--- config.mk ---
export PLATFORM = sky130hd
export DESIGN_NAME = data_mem_ctrl
export DESIGN_NICKNAME = d
export VERILOG_FILES = /design/src/rtl/proc_pkg.sv /design/src/rtl/data_mem_array.sv /design/src/rtl/data_mem_ctrl.sv
export SDC_FILE = /design/constraint.sdc
export NUM_CORES = 2
export LEC_CHECK = 0
export ABC_AREA = 1
export CAP_MARGIN = 20
export CORE_MARGIN = 1.5
export CORE_UTILIZATION = 40
export CTS_BUF_LIST = sky130_fd_sc_hd__clkbuf_8
export DETAILED_ROUTE_END_ITERATION = 10
export HOLD_SLACK_MARGIN = 0.02
export PLACE_DENSITY = 0.59
export SYNTH_ARGS = -nofsm -noshare
export SYNTH_HDL_FRONTEND = slang
export SYNTH_SLANG_ARGS = --single-unit
export TNS_END_PERCENT = 10
--- constraint.sdc ---
create_clock -name Clk -period 10.06 [get_ports Clk]
set_clock_uncertainty 0.15 [all_clocks]
set_input_delay 1.509 -clock Clk [delete_from_list [all_inputs] [get_ports Clk]]
set_output_delay 1.509 -clock Clk [all_outputs]
set_load 0.02 [all_outputs]
--- src/rtl/proc_pkg.sv ---
// ---------------------------------------------------------------------------
// proc_pkg
//
// Shared definitions for the 8-bit 3BC processor's memory path.
//   DW          : processor data width (one byte).
//   MAX_AW      : widest data-memory address the request record can carry.
//   mem_state_t : data-memory controller FSM states.
//   mem_req_t   : a request captured from the core at acceptance.
// ---------------------------------------------------------------------------
package proc_pkg;

  localparam int DW     = 8;
  localparam int MAX_AW = 16;

  typedef enum logic [1:0] {
    IDLE   = 2'd0,
    ACCESS = 2'd1,
    RESP   = 2'd2
  } mem_state_t;

  // The address field is sized for the widest supported array. Narrower
  // instances zero-extend into it and use only the low AW bits.
  typedef struct packed {
    logic              write;
    logic [MAX_AW-1:0] addr;
    logic [DW-1:0]     wdata;
  } mem_req_t;

endpackage : proc_pkg

--- src/rtl/data_mem_array.sv ---
// ---------------------------------------------------------------------------
// data_mem_array
//
// 2^AW x DW byte storage for the data-memory controller.
//   clk   in  : write clock.
//   we    in  : write enable, array[addr] <= wdata on the rising edge.
//   addr  in  : byte address shared by the write and the read port.
//   wdata in  : write data.
//   rdata out : combinational read of array[addr].
// ---------------------------------------------------------------------------
module data_mem_array
  import proc_pkg::*;
#(
  parameter int AW = 8
) (
  input  logic          clk,
  input  logic          we,
  input  logic [AW-1:0] addr,
  input  logic [DW-1:0] wdata,
  output logic [DW-1:0] rdata
);

  localparam int DEPTH = 2 ** AW;

  logic [DW-1:0] mem [DEPTH];

  // NOTE: storage carries no reset so it maps onto RAM; its contents after
  // power-up or reset are whatever was there before.
  always_ff @(posedge clk) begin
    if (we) begin
      mem[addr] <= wdata;
    end
  end

  assign rdata = mem[addr];

endmodule : data_mem_array

--- src/rtl/data_mem_ctrl.sv ---
// ---------------------------------------------------------------------------
// data_mem_ctrl
//
// Multi-cycle data-memory controller for the 3BC core. Takes one load or
// store at a time over a valid/ready handshake, performs it LAT cycles after
// acceptance and pulses RspValid in the following cycle.
//
//   Clk      in  : clock, all state changes on the rising edge.
//   Reset_n  in  : asynchronous active-low reset.
//   ReqValid in  : core presents a request.
//   ReqReady out : a request can be accepted this cycle (IDLE or RESP).
//   ReqWrite in  : 1 = store, 0 = load.
//   ReqAddr  in  : byte address.
//   ReqWData in  : store data.
//   RspValid out : one-cycle completion pulse for loads and stores.
//   RspData  out : last load result, feeds the writeback mux memory input.
//   Busy     out : request in flight (ACCESS), stalls the core.
// ---------------------------------------------------------------------------
module data_mem_ctrl
  import proc_pkg::*;
#(
  parameter int AW  = 8,
  parameter int LAT = 2
) (
  input  logic          Clk,
  input  logic          Reset_n,
  input  logic          ReqValid,
  output logic          ReqReady,
  input  logic          ReqWrite,
  input  logic [AW-1:0] ReqAddr,
  input  logic [DW-1:0] ReqWData,
  output logic          RspValid,
  output logic [DW-1:0] RspData,
  output logic          Busy
);

  // -------------------------------------------------------------------------
  // Parameter legality, checked while elaborating.
  // -------------------------------------------------------------------------
  if (LAT < 1 || LAT > 15) begin : g_bad_lat
    $error("data_mem_ctrl: LAT=%0d is outside the legal range 1..15", LAT);
  end

  if (AW < 1 || AW > MAX_AW) begin : g_bad_aw
    $error("data_mem_ctrl: AW=%0d is outside the legal range 1..%0d", AW, MAX_AW);
  end

  localparam logic [3:0] CNT_LOAD = 4'(LAT - 1);

  // -------------------------------------------------------------------------
  // State
  // -------------------------------------------------------------------------
  mem_state_t    state_q;
  mem_state_t    state_d;
  logic [3:0]    cnt_q;
  mem_req_t      req_q;
  logic [DW-1:0] rsp_data_q;

  logic          accept;
  logic          op_done;
  logic          mem_we;
  logic          load_done;
  logic [DW-1:0] mem_rdata;

  assign ReqReady  = (state_q == IDLE) || (state_q == RESP);
  assign accept    = ReqValid && ReqReady;

  // The access completes on the edge where the countdown has reached zero.
  assign op_done   = (state_q == ACCESS) && (cnt_q == 4'd0);
  assign mem_we    = op_done &&  req_q.write;
  assign load_done = op_done && !req_q.write;

  // -------------------------------------------------------------------------
  // Next-state logic
  // -------------------------------------------------------------------------
  // NOTE: every variable driven here gets a default before the case so no
  // path leaves it unassigned, which would otherwise infer a latch.
  always_comb begin
    state_d = state_q;
    unique case (state_q)
      IDLE: begin
        if (accept) begin
          state_d = ACCESS;
        end
      end
      ACCESS: begin
        if (cnt_q == 4'd0) begin
          state_d = RESP;
        end
      end
      RESP: begin
        // Back-to-back: a new request taken in the response cycle goes
        // straight into its own access.
        state_d = accept ? ACCESS : IDLE;
      end
      default: begin
        state_d = IDLE;
      end
    endcase
  end

  // -------------------------------------------------------------------------
  // Sequential logic
  // -------------------------------------------------------------------------
  // NOTE: registers are updated with non-blocking assignments so every flop
  // samples the pre-edge values regardless of statement order.
  always_ff @(posedge Clk or negedge Reset_n) begin
    if (!Reset_n) begin
      state_q <= IDLE;
    end else begin
      state_q <= state_d;
    end
  end

  // Request latch and latency counter. Inputs are captured only at accept,
  // so the core may change them freely while the access is in flight.
  always_ff @(posedge Clk or negedge Reset_n) begin
    if (!Reset_n) begin
      req_q <= '0;
      cnt_q <= 4'd0;
    end else if (accept) begin
      req_q.write <= ReqWrite;
      req_q.addr  <= MAX_AW'(ReqAddr);
      req_q.wdata <= ReqWData;
      cnt_q       <= CNT_LOAD;
    end else if ((state_q == ACCESS) && (cnt_q != 4'd0)) begin
      cnt_q <= cnt_q - 4'd1;
    end
  end

  // Load result register: moves only when a load completes, so stores and
  // idle cycles leave the writeback mux input untouched.
  always_ff @(posedge Clk or negedge Reset_n) begin
    if (!Reset_n) begin
      rsp_data_q <= '0;
    end else if (load_done) begin
      rsp_data_q <= mem_rdata;
    end
  end

  // -------------------------------------------------------------------------
  // Storage
  // -------------------------------------------------------------------------
  // The array is addressed only from the latched request; because a store
  // writes at its completion edge, a later load to the same byte already
  // reads the new value.
  data_mem_array #(
    .AW(AW)
  ) u_array (
    .clk   (Clk),
    .we    (mem_we),
    .addr  (req_q.addr[AW-1:0]),
    .wdata (req_q.wdata),
    .rdata (mem_rdata)
  );

  // Address bits above AW are always zero; folding them here keeps the
  // whole request record consumed.
  logic unused_addr_bits;
  assign unused_addr_bits = ^req_q.addr;

  // -------------------------------------------------------------------------
  // Outputs
  // -------------------------------------------------------------------------
  assign RspValid = (state_q == RESP);
  assign Busy     = (state_q == ACCESS);
  assign RspData  = rsp_data_q;

endmodule : data_mem_ctrl

==> results by stage <==
Setup path:
- The kind of start point of the critical path is a flip-flop.
- Of all nets on the critical path, the largest fanout is 61.
- For the worst setup path, the data required time is 10.87 ns.
- STA puts the critical path data arrival time at 5.81 ns.
- The number of cells on the worst reg-to-reg path is 16.
- The worst setup path is captured at a flip-flop.
- The critical path start-end classification is flip-flop to flip-flop.

Clocking:
- Clock tree synthesis found a total of 2079 sinks.
- The level count of the clock H-tree is 5.
- The number of gates resized after cts is 0.
- The CTS buffer count is 353.
- After clock tree synthesis, the flow added hold-fix buffers numbering 0.
- The deepest clock path buffer count is 4.
- After clock tree synthesis, the clock-pin slew on the worst setup and hold paths is 0.06 ns.
- The TritonCTS clock tree is yes.
- The later pin in the worst-skew pair is clocked with a latency of 1.05 ns.
- The cell at the root of the clock tree is clkbuf_8.
- The number of setup buffers added after CTS is 0.

Power and ir drop:
- VDD sags by at most 0.240 mV.
- The leakage power total is 0.0338 uW.
- Dividing total power by cell area gives a power density of 284 mW/mm^2.

STA:
- Setup repair after global routing left no endpoint under its margin.
- The maximum frequency from static timing analysis is 0.200 GHz.
- The worst path needs 4.99 ns of the cycle, external delays included.
- The post-route setup TNS is 0 ns.
- After layout, the worst setup slack is 5.07 ns.
- Setup violations remaining at the end of the flow were counted as 0.
- The number of endpoints with negative hold slack in the final report is 0.
- The relative slew slack is 25.0%.
- The final period utilization is 49.6%.
- The transition at the pin with the smallest max-transition slack is 1.12 ns.
- The final number of max-transition violations is 0.

Logic synthesis:
- When the netlist entered floorplanning its net count stood at 7256.
- The number of different library cells used by synthesis comes to 28.
- The mapped netlist covers 0.0832 sq mm.
- Synthesis produced 7234 cells.
- The sequential cell area fraction in the yosys report is 74.9%.
- For this run, the number of Yosys warnings is 0.
- The number of register bits inferred by synthesis is 2079.
- A synthesized cell averages 11.5 sq um.

Finish:
- The sequential cells in the finished layout cover a total of 0.0623 sq mm.
- The library cell used most frequently in the layout, excluding fill and tap cells, is nand2_1.
- The top cell types in the final layout, fill and taps aside, are nand2_1, edfxtp_1, nor2_1, clkbuf_8, nand4_1.
- Summing all multi-input logic gate instances after layout gives 0.0190 sq mm.
- The layout cell share with drive strength beyond 1 is 7.36%.
- At the end of the flow the core is filled with cells to 44.5%.
- At the end of the flow, the number of nets in the layout was 7354.
- Relative to the synthesized area, the layout overhead comes to 10.8%.
- Counting the fill cells in the layout gives 19100.

Route:
- The highest metal layer carrying signal wires in the routed design is met5.
- The met1 wire length is 98.0 mm.
- Detailed routing placed a total of 19.3 mm of wire on met3.
- The sum of met2 wire segment lengths after detailed routing is 111 mm.
- Dividing the detail-routed wire length by the instance count gives 23.0 um.
- After detailed routing, the total wire length is 236 mm.
- Summing over every cut layer, the via total after detailed routing is 53900.
- The first detailed-routing pass ran for 6 iterations.
- The first-iteration detailed-routing DRC count is 5589.
- The final antenna-violating net count is 0.
- The final routed DRC violation total is 0.
- Using the TritonRoute via totals, the vias-per-cell ratio works out to 5.24.

Floorplanning:
- The die footprint is 0.211 sq mm.
- The initial utilization of the core area, before any placement, comes to 40.2%.
- The die boundary height is 459 um.
- The x dimension of the die is 459 um.
- The number of standard-cell rows in the floorplan is 167.
- The core footprint is 0.207 sq mm.
- In this run the count of I/O pins placed on the die edge is 31.

GRT:
- After global routing the overflow that remains totals 0.
- Entering global routing, the biggest net connects 206 pins.
- Across every metal layer, demand over resource in global routing totals 22.0%.
- The via count of the first global-routing pass was 51900.
- The wire length of the first global-routing pass is 346 mm.
- The number of antenna violations at the first check in global routing is 7.

Flow run:
- Across the run, the number of max-cap violations was 0.

Place:
- Detailed placement ended at an HPWL of 130 mm.
- The routability-driven placement congestion ratio is 0.851.
- The worst slack after detailed placement is 5.08 ns.
- During placement, the flow inserted port buffers numbering 30.

Min path:
- The worst hold path stage count is 1.
- In this run the worst hold path is classified as flip-flop to flip-flop.

Outcome:
- The flow ran to the end, and the final reports show no timing, DRC or antenna violations.
==> critical path, cell delays in order, from the launching register on <==
cell and delay, ns:
dfrtp_4 0.86, inv_8 0.27, nor2_4 0.58, buf_4 0.63
buf_4 0.69, nand2_1 0.11, nand2_1 0.11, o21ai_1 0.08
nand2_1 0.12, nor2_1 0.05, nor2_1 0.43, nor2_1 0.21
nand2_1 0.12, nand2_1 0.14, nand2_1 0.12, nor2_1 0.05
nor2_1 0.08
==> synthesized netlist by cell type (all sizes together) <==
cell	instances	area [sq um]
buf	282	1460
clkinv	2	7.51
a21oi	151	756
dfrtp	31	776
nand3	115	576
edfxtp	2048	61500
inv	43	164
ha	2	25.0
nor2	560	2120
o22ai	1	6.26
o21ai	179	896
or2	8	50.1
nand4	181	1130
nor3	5	40.0
o21bai	1	7.51
a22oi	10	75.1
nand2	3524	13200
clkbuf	91	342
==> registers in the layout (all words and copies together), names as in the netlist <==
name,flops
u_array.mem,2048
req_q,17
RspData,8
cnt_q,4
state_q,2
==> area by class of cell <==
type	count	share of cell area [%]
multi-input combinational	4737	20.6
timing repair buffer	116	1.20
tap	2704	3.67
antenna	3	0.00815
inverter	45	0.210
sequential	2079	67.6
clock inverter	225	1.26
clock buffer	362	5.41
==> report_power, final <==
part	switching, uW	internal, uW	leakage, uW
logic	6350	1750	0.0114
clock network	3330	3540	0.00355
registers	432	10800	0.0189
==> cells by family after synthesis <==
| kind of cell | Yosys count | synth area share [%] |
|---|---|---|
| adder cells (fa/ha/maj) | 2 | 0.0301 |
| flip-flops | 2079 | 74.9 |
| AO/OA/AOI/OAI | 342 | 2.09 |
| AND/OR/NAND/NOR | 4393 | 20.6 |
| buffers and inverters | 418 | 2.37 |
==> final timing paths <==
path,slack (ns),from,to
max,5.07,req_q[9],RspData[5]
min in group asynchronous,0.44,Reset_n,req_q[5]
min reg2reg,0.32,cnt_q[3],cnt_q[3]
max reg2reg,5.07,req_q[9],RspData[5]
min,0.32,cnt_q[3],cnt_q[3]
max in group asynchronous,8.78,Reset_n,req_q[8]
==> per-stage QoR <==
stage / instances / total power [uW] / area, sq um / hold WS, ns
finish: 10300 / 26200 / 92100 / 0.322
global placement: 9681 / 19400 / 86000 / 0.311
floorplan: 7234 / 16300 / 83200 / 0.283
global route: 10300 / 27400 / 92100 / 0.356
detailed placement: 9681 / 19500 / 86000 / 0.322
CTS: 10300 / 26300 / 92100 / 0.330
==> per-layer routing <==
metal / GRT usage (%) / up-vias
li1: - / 24700
met1: 29.8 / 26500
met2: 35.5 / 2308
met3: 4.19 / 403
met4: 8.01 / 8
met5: 0 / -
Power figures use the tool's default switching activity.
